--- config.mk ---
export PLATFORM = sky130hd
export DESIGN_NAME = instr_fetch_stage
export DESIGN_NICKNAME = d
export VERILOG_FILES = /design/src/rtl/riscv_pkg.sv /design/src/rtl/ifid_reg.sv /design/src/rtl/instr_fetch_stage.sv
export SDC_FILE = /design/constraint.sdc
export NUM_CORES = 1
export LEC_CHECK = 0
export ABC_AREA = 1
export BUFFER_PORTS_ARGS = -buffer_cell sky130_fd_sc_hd__clkbuf_2
export CORE_MARGIN = 4
export CORE_UTILIZATION = 53
export DETAILED_ROUTE_END_ITERATION = 10
export PLACE_DENSITY_LB_ADDON = 0.12
export SLEW_MARGIN = 30
export SYNTH_ARGS = -nofsm -noshare
export SYNTH_HDL_FRONTEND = slang
export SYNTH_SLANG_ARGS = --single-unit
--- constraint.sdc ---
create_clock -name clk -period 2.1 [get_ports clk]
set_clock_uncertainty 0.05 [all_clocks]
set_input_delay 0.21 -clock clk [delete_from_list [all_inputs] [get_ports clk]]
set_output_delay 0.21 -clock clk [all_outputs]
set_load 0.1 [all_outputs]
--- src/rtl/riscv_pkg.sv ---
// Shared fetch-stage definitions: opcodes, the halt encoding, fetch FSM states
// and B-type immediate decoding used by the optional FETCH_BTFN_PREDICT_EN predictor.
package riscv_pkg;

    localparam logic [6:0]  OPC_BRANCH = 7'b1100011;
    localparam logic [31:0] INSTR_ZERO = 32'h0000_0000;

    typedef enum logic [1:0] {
        BOOT = 2'd0,
        RUN  = 2'd1,
        HALT = 2'd2
    } fetch_state_e;

    // Sign-extended byte offset of a B-type branch.
    function automatic logic [31:0] b_imm(input logic [31:0] instr);
        return {{20{instr[31]}}, instr[7], instr[30:25], instr[11:8], 1'b0};
    endfunction

endpackage

--- src/rtl/ifid_reg.sv ---
// IF/ID pipeline register: load captures a new word, flush drops validity (wins over load).
// The ifid pred_taken bit exists only when FETCH_BTFN_PREDICT_EN is defined.
module ifid_reg (
    input  logic        clk,
    input  logic        rst,
    input  logic        load,
    input  logic        flush,
    input  logic [31:0] instr_in,
    input  logic [31:0] pc_in,
    input  logic [31:0] pc4_in,
`ifdef FETCH_BTFN_PREDICT_EN
    input  logic        pred_in,
    output logic        pred,
`endif
    output logic        valid,
    output logic [31:0] instr,
    output logic [31:0] pc,
    output logic [31:0] pc4
);

    logic        valid_q, valid_d;
    logic [31:0] instr_q, instr_d;
    logic [31:0] pc_q, pc_d;
    logic [31:0] pc4_q, pc4_d;
`ifdef FETCH_BTFN_PREDICT_EN
    logic        pred_q, pred_d;
`endif

    always_comb begin
        valid_d = valid_q;
        instr_d = instr_q;
        pc_d    = pc_q;
        pc4_d   = pc4_q;
`ifdef FETCH_BTFN_PREDICT_EN
        pred_d  = pred_q;
`endif
        if (flush) begin
            valid_d = 1'b0;
        end else if (load) begin
            valid_d = 1'b1;
            instr_d = instr_in;
            pc_d    = pc_in;
            pc4_d   = pc4_in;
`ifdef FETCH_BTFN_PREDICT_EN
            pred_d  = pred_in;
`endif
        end
    end

    always_ff @(posedge clk or negedge rst) begin
        if (!rst) begin
            valid_q <= 1'b0;
            instr_q <= 32'h0;
            pc_q    <= 32'h0;
            pc4_q   <= 32'h0;
`ifdef FETCH_BTFN_PREDICT_EN
            pred_q  <= 1'b0;
`endif
        end else begin
            valid_q <= valid_d;
            instr_q <= instr_d;
            pc_q    <= pc_d;
            pc4_q   <= pc4_d;
`ifdef FETCH_BTFN_PREDICT_EN
            pred_q  <= pred_d;
`endif
        end
    end

    assign valid = valid_q;
    assign instr = instr_q;
    assign pc    = pc_q;
    assign pc4   = pc4_q;
`ifdef FETCH_BTFN_PREDICT_EN
    assign pred  = pred_q;
`endif

endmodule

--- src/rtl/instr_fetch_stage.sv ---
// Fetch stage: owns the PC and the BOOT/RUN/HALT sequencing, feeds the IF/ID register.
// Define FETCH_BTFN_PREDICT_EN for backward-taken/forward-not-taken branch prediction.
module instr_fetch_stage
    import riscv_pkg::*;
#(
    parameter logic [31:0] RESET_PC = 32'h0000_0000,
    parameter int          IMEM_AW  = 10
) (
    input  logic               clk,
    input  logic               rst,
    output logic [IMEM_AW-1:0] imem_addr,
    input  logic [31:0]        imem_data,
    input  logic               redirect_valid,
    input  logic [31:0]        redirect_target,
    input  logic               id_ready,
    output logic               ifid_valid,
    output logic [31:0]        ifid_instr,
    output logic [31:0]        ifid_pc,
    output logic [31:0]        ifid_pc4,
`ifdef FETCH_BTFN_PREDICT_EN
    output logic               ifid_pred_taken,
`endif
    output logic               fetch_halted,
    output logic               fetch_misalign
);

    fetch_state_e state_q, state_d;
    logic [31:0]  pc_q, pc_d;
    logic         misalign_q, misalign_d;
    logic         advance;
    logic         load;
    logic         flush;
`ifdef FETCH_BTFN_PREDICT_EN
    logic         pred_taken;
`endif

    always_comb begin
        state_d    = state_q;
        pc_d       = pc_q;
        misalign_d = 1'b0;
        load       = 1'b0;
        flush      = 1'b0;
`ifdef FETCH_BTFN_PREDICT_EN
        pred_taken = 1'b0;
`endif
        advance    = !ifid_valid || id_ready;

        // Redirects outrank everything except the boot settle cycle.
        if (state_q != BOOT && redirect_valid) begin
            pc_d       = {redirect_target[31:2], 2'b00};
            flush      = 1'b1;
            state_d    = RUN;
            misalign_d = |redirect_target[1:0];
        end else begin
            case (state_q)
                BOOT: state_d = RUN;
                RUN: begin
                    if (advance) begin
                        if (imem_data == INSTR_ZERO) begin
                            flush   = 1'b1;
                            state_d = HALT;
                        end else begin
                            load = 1'b1;
                            pc_d = pc_q + 32'd4;
`ifdef FETCH_BTFN_PREDICT_EN
                            if (imem_data[6:0] == OPC_BRANCH && imem_data[31]) begin
                                pred_taken = 1'b1;
                                pc_d       = pc_q + b_imm(imem_data);
                            end
`endif
                        end
                    end
                end
                HALT: flush = ifid_valid && id_ready;
                default: state_d = BOOT;
            endcase
        end
    end

    always_ff @(posedge clk or negedge rst) begin
        if (!rst) begin
            state_q    <= BOOT;
            pc_q       <= RESET_PC;
            misalign_q <= 1'b0;
        end else begin
            state_q    <= state_d;
            pc_q       <= pc_d;
            misalign_q <= misalign_d;
        end
    end

    ifid_reg u_ifid_reg (
        .clk      (clk),
        .rst      (rst),
        .load     (load),
        .flush    (flush),
        .instr_in (imem_data),
        .pc_in    (pc_q),
        .pc4_in   (pc_q + 32'd4),
`ifdef FETCH_BTFN_PREDICT_EN
        .pred_in  (pred_taken),
        .pred     (ifid_pred_taken),
`endif
        .valid    (ifid_valid),
        .instr    (ifid_instr),
        .pc       (ifid_pc),
        .pc4      (ifid_pc4)
    );

    assign imem_addr      = pc_q[IMEM_AW+1:2];
    assign fetch_halted   = (state_q == HALT);
    assign fetch_misalign = misalign_q;

endmodule

* Word-level counts from Yosys, hierarchy flattened *
Cells that the tools add are included.

storage, ports and cells
  flip-flop bits (word level) = 132
  latch bits = 0
  bits in writable memories = 0
  ROM bits = 0
  bits of input ports = 68
  word-level logic and storage cells = 48
  memories = 0

operators by class
  add/sub/neg operators = 1
  multiply operators = 0
  divide/modulo/power cells = 0
  order comparisons = 0
  equality and inequality tests = 6
  shifts and indexed selects = 0
  muxes and demuxes = 19
  bitwise logic cells = 1
  reductions and logical operators = 14

operators by type and width
  cell                                                                   number
  32-bit two-way mux                                                     4
  32-bit by 3-bit adder with 32-bit output, second input constant        1
  32-bit zero test                                                       1
  1-bit two-way mux                                                      10
  2-bit nonzero test                                                     4
  2-bit two-way mux                                                      3
  3-bit != test, second input constant                                   2
  2-bit case mux with 3 select lines                                     1
  3-bit AND reduction                                                    2
  2-bit by 1-bit equality test with 1-bit output, second input constant  1
  2-bit equality test, second input constant                             1
  1-bit logical AND                                                      2
  2-bit zero test                                                        1
  2-bit by 1-bit != test with 1-bit output, second input constant        1
  2-bit != test, second input constant                                   1
  1-bit case mux with 2 select lines                                     1
  2-bit AND reduction                                                    1
  2-bit OR reduction                                                     1
  1-bit zero test                                                        1
  1-bit logical OR                                                       1
  1-bit inverter                                                         1

* Logic depth before layout (Yosys ltp) *
  depth after elaboration = 7
  depth in mapped cells = 12
  depth with buffers taken out = 10

* By module *
From an unflattened synthesis, not the netlist that was laid out.

second synthesis, totals
  cells, all modules = 943
  area total of the unflattened synthesis = 6842.8 sq um

modules (own cells, without submodules)
  module             instances  cells each  area each (sq um)  sequential area each (sq um)
  ifid_reg           1          420         3851.2             2427.3
  instr_fetch_stage  1          523         2991.6             825.8

* Worst setup path after synthesis *
OpenSTA, ideal clock, no wires.

  kind = reg2reg
  start point = register state_q[0]
  end point = register u_ifid_reg.instr_q[0], in the netlist u_ifid_reg.instr[0]
  data arrival time = 2.187 ns
  required time = 1.982 ns
  slack = -0.205 ns
  stages on the path, launching flop included = 9
  path buffers = 2
  clock period less this slack = 2.305 ns
  cells stage by stage = dfrtp_1 inv_1 ha_1 nand3_1 o2111ai_2 buf_4 buf_2 nand2_1 nand2_1

on the way
  longest elaborated chain between the ends = 5
  elaborated cells on any way between the ends = 10

ends and longest elaborated chain
  what                                  RTL line                 source
  from (decl)                           instr_fetch_stage.sv:27  fetch_state_e state_q, state_d;
  from (signal assigned)                instr_fetch_stage.sv:86  state_q <= state_d;
  2-bit equality test                   n/a
  net fetch_halted                      instr_fetch_stage.sv:23  output logic fetch_halted,
  1-bit case mux with 2 select lines    instr_fetch_stage.sv:55  case (state_q)
  1-bit two-way mux                     instr_fetch_stage.sv:49  if (state_q != BOOT && redirect_valid) begin
  1-bit inverter (no source line)       n/a
  2-bit AND reduction (no source line)  n/a
  to (signal assigned)                  ifid_reg.sv:61           instr_q <= instr_d;
  to (decl)                             ifid_reg.sv:22           logic [31:0] instr_q, instr_d;

The timed path passes the listed nets, and every way through them passes these cells.
A chain may end at the register's enable or synchronous reset.

* Final worst setup path *
  start point = register state_q[0]
  end point = register u_ifid_reg.pc4_q[27], in the netlist u_ifid_reg.pc4[27]

on the way
  longest elaborated chain between the ends = 5
  elaborated cells on any way between the ends = 10

ends and longest elaborated chain
  what                                                                     RTL line                                          source
  2-bit equality test, or another cell as far along                        instr_fetch_stage.sv:55
  1-bit case mux with 2 select lines or 1-bit logical AND (tied branches)  instr_fetch_stage.sv:55, instr_fetch_stage.sv:49
  1-bit two-way mux                                                        instr_fetch_stage.sv:49
  1-bit inverter (no source line)                                          n/a
  2-bit AND reduction (no source line) *                                   n/a
  to (signal assigned)                                                     ifid_reg.sv:63                                    pc4_q <= pc4_d;
  to (decl)                                                                ifid_reg.sv:24                                    logic [31:0] pc4_q, pc4_d;

Every way passes the cells marked *; elsewhere a longest branch is shown, timed or not.

==> flow_summary.yaml <==
clocking:
  clock_sinks: 126
  clockBufferDepth: 2
  cts_tree: "built"
  htree_num_levels: 4
  clk_pin_slew_ns: 0.05
  clk_latency_ns: 0.40
  numCtsBuffers: 17
  root_buffer: "clkbuf_16"
  post_cts_buffers: 0
hold_path:
  hold_class: "input port to flop"
global_routing:
  met3_usage_pct: 5.296
  grtUsageTotal_pct: 26.24
  antenna_found_initial: 0
  grt_max_degree: 57
  top_usage_layer: "met2"
  grtUsageMet1_pct: 35.64
  grt_pass1_wl_mm: 28.21
  grt_pass1_vias: 5720
  use_met2_pct: 42.85
  gr-total-overflow: 0
routing:
  via_per_inst: 5.120
  ant_nets: 0
  wl_per_cell_microns: 14.88
  wl_mm: 17.61
  dr.pass1.iters: 5
  drtIter0Drc: 462
  drc: 0
  vias: 6057
timing:
  tightest_slew_ns: 0.5734
  max_freq_ghz: 0.5203
  finalCriticalPeriod_ns: 1.922
  hold_ws_ns: -0.003941
  slew-limit-headroom_pct: 61.93
  slew_viol_final: 0
  timing.final.crit_share_pct: 91.52
  final_hold_viol_count: 1
  setup_viol: 0
layout:
  fin_area_sq_um: 8332
  areaGrowthSynthToFinish_pct: 32.02
  num-nets-final: 1099
  fillers: 912
  final_layout_size_suffix_gt1_share_pct: 23.75
  antenna_cells: 0
placed_design:
  place_area_sq_um: 7284
  place.gp.congestion: 0.8984
  hpwl_mm: 12.34
  port_buffers: 172
die:
  design.die.area_sq_um: 13720
  pin_count: 177
  rows: 39
  die_w_microns: 117.1
  core_sq_um: 11520
  initial_core_util_pct: 54.80
  die_h_microns: 117.1
outcome:
  violations: "negative hold slack"
  status: "finished, violations left"
setup_path:
  startpoint_type: "flop"
  required_ns: 2.38
  arrival_ns: 2.21
  worst-path-max-fanout: 29
  critPathKind: "flop to flop"
  critPathCaptureType: "flop"
synth:
  synth_edf_count: 0
  syn_avg_cell_area_sq_um: 7.744
  synth-adder-area-share_pct: 0.7930
  synth_compound_area_share_pct: 0.5353
  synth_xor_area_share_pct: 2.914
  ys_seq_elements: 126
  yosysSeqAreaShare_pct: 49.96
  synth_simple_gate_area_share_pct: 38.30
  syn_inst: 815
  synth_top_family_by_area: "simple AND/OR/NAND/NOR gates"
  synth_flop_cell: "dfrtp_1"
  synthMuxAreaShare_pct: 0
  yosysWarnings: 0
  async_flop_share_pct: 100.0
  synth.cell_area_sq_um: 6311
  netlist-cell-type-count: 26
run:
  cap_violations: 0
## placed cells by master, fill, tap and decap left out, types with 3 or more instances in the layout
cell type,n
xor2_1,10
nand3b_1,5
buf_12,6
inv_1,26
nand2_1,361
clkinv_2,5
clkbuf_16,17
dfrtp_1,126
nor2_2,7
dlygate4sd3_1,47
clkbuf_2,171
ha_1,3
nand3_1,131
clkbuf_1,3
nand2_2,3
conb_1,4
buf_4,19
nor2_4,3
nor2_1,56
xnor2_1,11
nand4_1,7
## cell usage after synthesis (4+ instances only)
| master | count | share of area [%] |
|---|---|---|
| nand2_1 | 362 | 22 |
| nand3_1 | 131 | 10 |
| dfrtp_1 | 126 | 50 |
| nor2_1 | 56 | 3.3 |
| inv_1 | 26 | 1.5 |
| buf_2 | 24 | 1.9 |
| buf_4 | 15 | 1.8 |
| xnor2_1 | 11 | 1.5 |
| buf_6 | 10 | 1.8 |
| xor2_1 | 10 | 1.4 |
| nor2_2 | 9 | 0.89 |
| nand4_1 | 7 | 0.69 |
| clkbuf_1 | 5 | 0.30 |
| nand3b_1 | 5 | 0.59 |
| ha_1 | 4 | 0.79 |
## critical path: stages, from the launching register on
cell	delay, ns
dfrtp_1	0.38
inv_1	0.08
ha_1	0.34
inv_1	0.09
o2111ai_4	0.36
buf_4	0.38
nand2_1	0.09
nand2_1	0.09
## cells by family after synthesis
logic type      count (synthesis)
simple gates                  577
flops                         126
buf+inv                        82
xor+xnor                       21
compound gates                  4
fa+ha+maj                       4
other cells                     1
## metrics by stage
stage	std cells	setup TNS (ns)	setup slack (ns)	utilization, %	hold slack [ns]
4_1_cts	1183	0	0.1265	72.27	0.0006201
3_3_place_gp	1104	0	0.2044	63.26	0.1645
3_5_place_dp	1104	0	0.1329	63.26	0.1650
2_1_floorplan	818	0	0.03008	-	-0.1356
6_report	1183	0	0.1780	72.35	-0.003941
5_1_grt	1183	-0.007840	-0.005851	72.35	0.005525
## worst paths after layout
| path | end | depth (start not counted) | slack [ns] | from |
|---|---|---|---|---|
| worst max-delay path | u_ifid_reg.pc4[27] | 7 | 0.18 | state_q[0] |
| worst min-delay path | pc_q[16] | 3 | -0.004 | redirect_target[16] |
| worst max register to register | u_ifid_reg.pc4[27] | 7 | 0.18 | state_q[0] |
| worst min register to register | u_ifid_reg.instr[7] | 2 | 0.42 | u_ifid_reg.instr[7] |
| max in group asynchronous | pc_q[16] | 3 | 1.11 | rst |
| min in group asynchronous | u_ifid_reg.instr[5] | 2 | 0.28 | rst |
## area by class of cell
| type | instances | area, sq um | area share, % |
|---|---|---|---|
| clock buffers | 21 | 450.4 | 5.406 |
| inverters | 28 | 105.1 | 1.261 |
| multi-input cells | 610 | 2726 | 32.72 |
| well taps | 143 | 178.9 | 2.147 |
| clock inverters | 11 | 117.6 | 1.412 |
| flip-flops and latches | 126 | 3153 | 37.84 |
| repair buffers | 244 | 1600 | 19.21 |
## registers in the layout, indices dropped and copies added, names as in the netlist
name and cells:
u_ifid_reg.valid 1, u_ifid_reg.pc4 30, u_ifid_reg.instr 32, state_q 2, u_ifid_reg.pc 30, fetch_misalign 1
pc_q 30
## per-layer routing
| layer | part of all wire (%) | wire length, microns |
|---|---|---|
| met5 | 0 | 0 |
| met2 | 49 | 8551 |
| met3 | 5.8 | 1018 |
| met1 | 44 | 7785 |
| met4 | 1.4 | 251 |
## what timing repair did
action | CTS | global route
endpoints found under the setup margin | 0 | 62
endpoints found under the hold margin | 77 | 0
resized for setup | 0 | 2
hold buffers | 47 | 0
Power is not shown: default switching activity piles up to over one toggle a cycle in this logic, so the estimate is an artifact.
